$ cat config.mk
export PLATFORM = sky130hd
export DESIGN_NAME = fixed_norm_alu_seq_flat
export DESIGN_NICKNAME = d
export VERILOG_FILES = /design/src/rtl/fixed_norm_alu_seq_if.sv /design/src/rtl/fixed_norm_alu_seq.sv /design/src/flat_wrapper.sv
export SDC_FILE = /design/constraint.sdc
export NUM_CORES = 2
export LEC_CHECK = 0
export BUFFER_PORTS_ARGS = -buffer_cell sky130_fd_sc_hd__buf_4
export CAP_MARGIN = 40
export CORE_MARGIN = 2
export CORE_UTILIZATION = 45
export CTS_CLUSTER_SIZE = 12
export DETAILED_ROUTE_END_ITERATION = 10
export SYNTH_ARGS = -nofsm -noshare
export SYNTH_HDL_FRONTEND = slang
export SYNTH_SLANG_ARGS = --single-unit
export TNS_END_PERCENT = 30
$ cat constraint.sdc
create_clock -name clk -period 17.1 [get_ports clk]
set_clock_uncertainty 0.15 [all_clocks]
set_input_delay 3.42 -clock clk [delete_from_list [all_inputs] [get_ports clk]]
set_output_delay 3.42 -clock clk [all_outputs]
set_load 0.1 [all_outputs]
$ cat src/rtl/fixed_norm_alu_seq_if.sv
// Request/result handshake bundle for fixed_norm_alu_seq.
// master drives requests and accepts results; slave is the ALU.
interface fixed_norm_alu_seq_if #(
  parameter int WIDTH = 32
);
  logic             in_valid;
  logic             in_ready;
  logic [2:0]       op;
  logic [WIDTH-1:0] a;
  logic [WIDTH-1:0] b;
  logic             out_valid;
  logic             out_ready;
  logic [WIDTH-1:0] out_value;
  logic             out_ovf;
  logic             out_dbz;

  modport master (
    output in_valid, op, a, b, out_ready,
    input  in_ready, out_valid, out_value, out_ovf, out_dbz
  );

  modport slave (
    input  in_valid, op, a, b, out_ready,
    output in_ready, out_valid, out_value, out_ovf, out_dbz
  );
endinterface

$ cat src/rtl/fixed_norm_alu_seq.sv
// Handshaked FixedNorm signed fixed-point ALU with an iterative restoring divider.
// Define FIXED_NORM_SAT_EN to clamp overflowed results instead of wrapping them.
//
// state | meaning
// IDLE  | no result held, ready for a request
// CALC  | dividing, one quotient bit per cycle
// DONE  | result held on out_value until consumed
module fixed_norm_alu_seq #(
  parameter int WIDTH = 32,
  parameter int FRAC  = 16
) (
  input logic                 clk,
  input logic                 reset,
  fixed_norm_alu_seq_if.slave bus
);
  localparam int NW = WIDTH + FRAC;
  localparam int PW = 2 * WIDTH;
  localparam int CW = $clog2(NW + 1);
  localparam logic [WIDTH-1:0] MAX_POS = {1'b0, {(WIDTH-1){1'b1}}};
  localparam logic [WIDTH-1:0] MAX_NEG = {1'b1, {(WIDTH-2){1'b0}}, 1'b1};

  localparam logic [2:0] OP_ADD = 3'd0;
  localparam logic [2:0] OP_SUB = 3'd1;
  localparam logic [2:0] OP_MUL = 3'd2;
  localparam logic [2:0] OP_DIV = 3'd3;
  localparam logic [2:0] OP_MIN = 3'd4;
  localparam logic [2:0] OP_MAX = 3'd5;
  localparam logic [2:0] OP_ABS = 3'd6;
  localparam logic [2:0] OP_NEG = 3'd7;

`ifdef FIXED_NORM_SAT_EN
  localparam bit SAT_EN = 1'b1;
`else
  localparam bit SAT_EN = 1'b0;
`endif

  typedef enum logic [1:0] {IDLE, CALC, DONE} state_t;

  state_t           state_q, state_d;
  logic [CW-1:0]    cnt_q, cnt_d;
  logic [WIDTH-1:0] rem_q, rem_d;
  logic [NW-1:0]    num_q, num_d;
  logic [NW-1:0]    quot_q, quot_d;
  logic [WIDTH-1:0] div_q, div_d;
  logic             qneg_q, qneg_d;
  logic [WIDTH-1:0] value_q, value_d;
  logic             ovf_q, ovf_d;
  logic             dbz_q, dbz_d;

  function automatic logic [WIDTH-1:0] clamp(input logic [WIDTH-1:0] val,
                                             input logic ovf, input logic neg);
    return (SAT_EN && ovf) ? (neg ? MAX_NEG : MAX_POS) : val;
  endfunction

  // Unsigned magnitude to signed result: range check, truncate, re-apply sign.
  function automatic logic [WIDTH:0] finish_mag(input logic [PW-1:0] mag, input logic neg);
    logic             ovf;
    logic [WIDTH-1:0] low;
    ovf = |mag[PW-1:WIDTH-1];
    low = neg ? (~mag[WIDTH-1:0] + 1'b1) : mag[WIDTH-1:0];
    return {ovf, clamp(low, ovf, neg)};
  endfunction

  logic             a_neg, b_neg, a_min, b_zero;
  logic [WIDTH-1:0] a_mag, b_mag, neg_a, sum, diff;
  logic [PW-1:0]    prod_sh;
  logic [WIDTH-1:0] res_val;
  logic             res_ovf, res_dbz;
  logic             in_ready, accept, go_calc;

  assign a_neg   = bus.a[WIDTH-1];
  assign b_neg   = bus.b[WIDTH-1];
  assign neg_a   = ~bus.a + 1'b1;
  assign a_mag   = a_neg ? neg_a : bus.a;
  assign b_mag   = b_neg ? (~bus.b + 1'b1) : bus.b;
  assign a_min   = a_neg & ~|bus.a[WIDTH-2:0];
  assign b_zero  = ~|bus.b;
  assign sum     = bus.a + bus.b;
  assign diff    = bus.a - bus.b;
  assign prod_sh = ({{WIDTH{1'b0}}, a_mag} * {{WIDTH{1'b0}}, b_mag}) >> FRAC;

  assign in_ready = (state_q == IDLE) || ((state_q == DONE) && bus.out_ready);
  assign accept   = bus.in_valid && in_ready;
  assign go_calc  = (bus.op == OP_DIV) && !b_zero;

  always_comb begin
    res_val = '0;
    res_ovf = 1'b0;
    res_dbz = 1'b0;
    case (bus.op)
      OP_ADD: begin
        res_ovf = (a_neg == b_neg) && (sum[WIDTH-1] != a_neg);
        res_val = clamp(sum, res_ovf, a_neg);
      end
      OP_SUB: begin
        res_ovf = (a_neg != b_neg) && (diff[WIDTH-1] != a_neg);
        res_val = clamp(diff, res_ovf, a_neg);
      end
      OP_MUL: {res_ovf, res_val} = finish_mag(prod_sh, a_neg ^ b_neg);
      OP_DIV: begin
        res_val = MAX_POS;
        res_dbz = b_zero;
      end
      OP_MIN: res_val = ($signed(bus.b) < $signed(bus.a)) ? bus.b : bus.a;
      OP_MAX: res_val = ($signed(bus.b) > $signed(bus.a)) ? bus.b : bus.a;
      OP_ABS: begin
        res_ovf = a_min;
        res_val = clamp(a_mag, a_min, 1'b0);
      end
      OP_NEG: begin
        res_ovf = a_min;
        res_val = clamp(neg_a, a_min, ~a_neg);
      end
      default: ;
    endcase
  end

  // One restoring step: shift in the next dividend bit, subtract if it fits.
  logic [WIDTH:0]   rem_sh, rem_sub;
  logic             q_bit;
  logic [NW-1:0]    quot_nx;
  logic [WIDTH:0]   div_fin;

  assign rem_sh  = {rem_q, num_q[NW-1]};
  assign rem_sub = rem_sh - {1'b0, div_q};
  assign q_bit   = ~rem_sub[WIDTH];
  assign quot_nx = {quot_q[NW-2:0], q_bit};
  assign div_fin = finish_mag({{(PW-NW){1'b0}}, quot_nx}, qneg_q);

  always_comb begin
    state_d = state_q;
    cnt_d   = cnt_q;
    rem_d   = rem_q;
    num_d   = num_q;
    quot_d  = quot_q;
    div_d   = div_q;
    qneg_d  = qneg_q;
    value_d = value_q;
    ovf_d   = ovf_q;
    dbz_d   = dbz_q;

    case (state_q)
      CALC: begin
        rem_d  = q_bit ? rem_sub[WIDTH-1:0] : rem_sh[WIDTH-1:0];
        num_d  = {num_q[NW-2:0], 1'b0};
        quot_d = quot_nx;
        cnt_d  = cnt_q - 1'b1;
        if (cnt_q == CW'(1)) begin
          state_d = DONE;
          value_d = div_fin[WIDTH-1:0];
          ovf_d   = div_fin[WIDTH];
          dbz_d   = 1'b0;
        end
      end
      DONE: if (bus.out_ready) state_d = IDLE;
      default: ;
    endcase

    // Accept is only possible from IDLE or from DONE while the result is consumed.
    if (accept) begin
      if (go_calc) begin
        state_d = CALC;
        cnt_d   = CW'(NW);
        rem_d   = '0;
        num_d   = {a_mag, {FRAC{1'b0}}};
        quot_d  = '0;
        div_d   = b_mag;
        qneg_d  = a_neg ^ b_neg;
      end else begin
        state_d = DONE;
        value_d = res_val;
        ovf_d   = res_ovf;
        dbz_d   = res_dbz;
      end
    end
  end

  always_ff @(posedge clk) begin
    if (reset) begin
      state_q <= IDLE;
      cnt_q   <= '0;
      rem_q   <= '0;
      num_q   <= '0;
      quot_q  <= '0;
      div_q   <= '0;
      qneg_q  <= 1'b0;
      value_q <= '0;
      ovf_q   <= 1'b0;
      dbz_q   <= 1'b0;
    end else begin
      state_q <= state_d;
      cnt_q   <= cnt_d;
      rem_q   <= rem_d;
      num_q   <= num_d;
      quot_q  <= quot_d;
      div_q   <= div_d;
      qneg_q  <= qneg_d;
      value_q <= value_d;
      ovf_q   <= ovf_d;
      dbz_q   <= dbz_d;
    end
  end

  assign bus.in_ready  = in_ready;
  assign bus.out_valid = (state_q == DONE);
  assign bus.out_value = value_q;
  assign bus.out_ovf   = ovf_q;
  assign bus.out_dbz   = dbz_q;
endmodule

$ cat src/flat_wrapper.sv
// flat-port wrapper written by rule: the top's interface ports become plain ports
module fixed_norm_alu_seq_flat 
#(
  parameter int WIDTH = 32,
  parameter int FRAC  = 16
)
  (clk, reset, bus_in_valid, bus_op, bus_a, bus_b, bus_out_ready, bus_in_ready, bus_out_valid, bus_out_value, bus_out_ovf, bus_out_dbz);
  fixed_norm_alu_seq_if #(.WIDTH(WIDTH)) bus_i ();
  input logic clk;
  input logic reset;
  input wire logic [$bits(bus_i.in_valid)-1:0] bus_in_valid;
  input wire logic [$bits(bus_i.op)-1:0] bus_op;
  input wire logic [$bits(bus_i.a)-1:0] bus_a;
  input wire logic [$bits(bus_i.b)-1:0] bus_b;
  input wire logic [$bits(bus_i.out_ready)-1:0] bus_out_ready;
  output wire logic [$bits(bus_i.in_ready)-1:0] bus_in_ready;
  output wire logic [$bits(bus_i.out_valid)-1:0] bus_out_valid;
  output wire logic [$bits(bus_i.out_value)-1:0] bus_out_value;
  output wire logic [$bits(bus_i.out_ovf)-1:0] bus_out_ovf;
  output wire logic [$bits(bus_i.out_dbz)-1:0] bus_out_dbz;
  assign bus_i.in_valid = bus_in_valid;
  assign bus_i.op = bus_op;
  assign bus_i.a = bus_a;
  assign bus_i.b = bus_b;
  assign bus_i.out_ready = bus_out_ready;
  assign bus_in_ready = bus_i.in_ready;
  assign bus_out_valid = bus_i.out_valid;
  assign bus_out_value = bus_i.out_value;
  assign bus_out_ovf = bus_i.out_ovf;
  assign bus_out_dbz = bus_i.out_dbz;
  fixed_norm_alu_seq #(.WIDTH(WIDTH), .FRAC(FRAC)) u_core (.clk(clk), .reset(reset), .bus(bus_i));
endmodule
==> impl_metrics.json <==
{
  "status": "finished, final reports clean",
  "antenna_found_initial": 12,
  "initial_core_util_pct": 45.28,
  "finalSetupViolCount": 0,
  "vias": 45050,
  "period_needed_ps": 15430,
  "min_delay_path_depth": 1,
  "grt_pass1_wl_um": 292900,
  "cts_made_buffers": 22,
  "route.detailed.drc": 0,
  "clock_latency_ps": 550,
  "fmax_mhz": 64.82,
  "mostFrequentLayoutCells": "1114 x inv_1, 898 x fa_1, 881 x nor2_1",
  "synth-compound-area-share_pct": 12.58,
  "cts_resized": 0,
  "r2r_start": "u_core.num_q[47]",
  "cts_max_path_buffers": 3,
  "synth_fa_ha_area_share_pct": 45.08,
  "synth_top_cell_area_share_pct": 35.34,
  "hold_viol_final": 0,
  "dp_hpwl_um": 154400,
  "ios": 107,
  "synth.avg_cell_area_sq_um": 8.137,
  "fin_tns_setup_ps": 0,
  "worst_setup_path_end_kind": "flop",
  "core_sq_mm": 0.1123,
  "overflow": 0,
  "min_delay_worst_endpoint": "u_core.num_q[0]",
  "final_common_cell": "inv_1",
  "r2r_slack_ps": 11240,
  "row_count": 123,
  "synthTopCellsByArea": "fa_1 35%, ha_1 9.7%, inv_1 8.2%",
  "postCtsSetupRepairBufs": 0,
  "clk_pin_slew_ps": 60,
  "synth_top_flop_cell": "dfxtp_1",
  "r2r-end": "u_core.bus.out_value[30]",
  "reg2reg_depth": 20,
  "synth_largest_area_cell": "fa_1",
  "syn_to_final_growth_pct": 8.478,
  "drv_cap": 0,
  "grt-busiest-layer": "met2",
  "hold_path.class": "flop to flop",
  "dieWidth_um": 340.2,
  "synth_mux_area_share_pct": 2.337,
  "clockRootBuffer": "clkbuf_16",
  "synthCells": 6252,
  "first_global_vias": 46030,
  "synth.ff_latch_count": 202,
  "synthesis.area_sq_mm": 0.05087,
  "synth_top_family_by_area": "adder cells",
  "met1_usage_pct": 44.09,
  "ctsHtreeMaxLevel": 1,
  "finalCritPeriodShare_pct": 90.22,
  "worstMarginPinSlew_ps": 1036,
  "relSlewSlack_pct": 30.77,
  "cts_tree": "yes",
  "hold_buffers": 0,
  "dr.pass1.iters": 6,
  "yosys.area_share.simple_pct": 16.18,
  "cts_sinks": 202,
  "start_kind": "primary input",
  "ys_types": 91,
  "critical_path.max_stage_delay_ps": 680,
  "cpMostUsedCell": "fa_1",
  "vias_per_cell": 5.839,
  "pre_cts_slack_ps": 1310,
  "die_area_sq_mm": 0.1158,
  "synth_edf_count": 0,
  "die_h_um": 340.2,
  "rsz0062_at_grt": "no",
  "cp_data_required_time_ps": 17350,
  "criticalPathCategory": "primary input to flop",
  "slew_violations": 0,
  "wire_per_inst_um": 25.23,
  "routed_wl_um": 194700,
  "yosys_warnings": 0,
  "met2_usage_pct": 52.86,
  "grtUsageMet3_pct": 7.345,
  "port_buffers": 106,
  "worst_slack_ps": 1673,
  "ant_nets": 0,
  "slowest_stage": "xnor2_2",
  "worst_ep_arrival_time_ps": 15680,
  "drtIter0Drc": 4376,
  "grt_usage_pct": 33.65,
  "finalWeightedCongestion": 1.026,
  "grt_start_max_net_pins": 86,
  "drive_gt1_share_pct": 7.037,
  "yosysSeqAreaShare_pct": 7.949,
  "syn_nets": 7617,
  "synth-xor-area-share_pct": 5.062,
  "layout.nets": 7568,
  "async_flop_share_pct": 0,
  "hold_start": "u_core.num_q[0]",
  "path_max_fanout": 8
}
==> metal layers <==
metal  wire [um]  vias to the layer above  share of wire, %
li1            -                    19670                 -
met4       11240                        8               5.8
met5          44                        -             0.023
met3       18170                      491               9.3
met1       77770                    22750                40
met2       87450                     2131                45
==> through the flow <==
step                hold WS, ps  util (%)  instance area, sq um  cells
detailed placement        315.7     48.54                 54530   7678
CTS                       325.6     49.10                 55160   7709
floorplan                 290.6         -                 50870   6252
finish                    322.9     49.12                 55180   7715
global route              346.2     49.11                 55170   7710
global placement          309.6     48.20                 54150   7651
==> Yosys cell counts, types with 41 or more instances <==
library cell  number
a21o_1            56
nand2_1          636
xor2_1            65
o21ai_0          199
a21oi_1          237
nand3_1           43
dfxtp_1          202
inv_1           1114
nor3_1            62
ha_1             396
a211oi_1         114
nor2_1           882
nand4_1           56
xnor2_1          229
clkbuf_1         325
fa_1             898
mux2i_1          112
nand2b_1          41
==> how the worst max path moves through the flow <==
stage	start	end	slack [ps]	depth (start not counted)
final	bus_a[1]	u_core.bus.out_value[20]	1670	36
after global routing	bus_a[1]	u_core.bus.out_value[20]	1340	36
after CTS	bus_a[1]	u_core.bus.out_value[20]	1850	36
after detailed placement	bus_a[1]	u_core.bus.out_value[20]	1310	36
after global placement	bus_a[1]	u_core.bus.out_value[20]	1410	36
after floorplan	bus_a[0]	u_core.bus.out_value[20]	2640	39
==> cell type report <==
class / count / area (sq um)
well taps: 1500 / 1877
fillers: 11200 / 57160
inverters: 1116 / 4189
multi-input cells: 4589 / 42210
diodes: 5 / 12.51
repair buffers: 272 / 2223
clock buffers: 27 / 589.3
clock inverters: 4 / 41.29
flip-flops and latches: 202 / 4044
==> state kept, by name, summed over array words and instances (netlist names) <==
signal	count
u_core.bus.out_dbz	1
u_core.state_q	2
u_core.cnt_q	6
u_core.rem_q	32
u_core.quot_q	47
u_core.bus.out_value	32
u_core.num_q	48
u_core.div_q	32
u_core.qneg_q	1
u_core.bus.out_ovf	1
==> critical path: cells and delay by family <==
kind | cells | cell delay, ps
compound gates | 5 | 1620
xor+xnor | 2 | 860
fa+ha+maj | 10 | 4630
buf+inv | 6 | 540
simple gates | 13 | 4590
==> cell families after synthesis <==
| logic type | count (synthesis) |
|---|---|
| AOI/OAI and AO/OA | 962 |
| xor gates and xnor gates | 294 |
| adders and majority gates | 1294 |
| buffers and inverters | 1461 |
| DFF | 202 |
| muxes | 116 |
| and+or+nand+nor | 1923 |
Power is not shown: default switching activity piles up to over one toggle a cycle in this logic, so the estimate is an artifact.
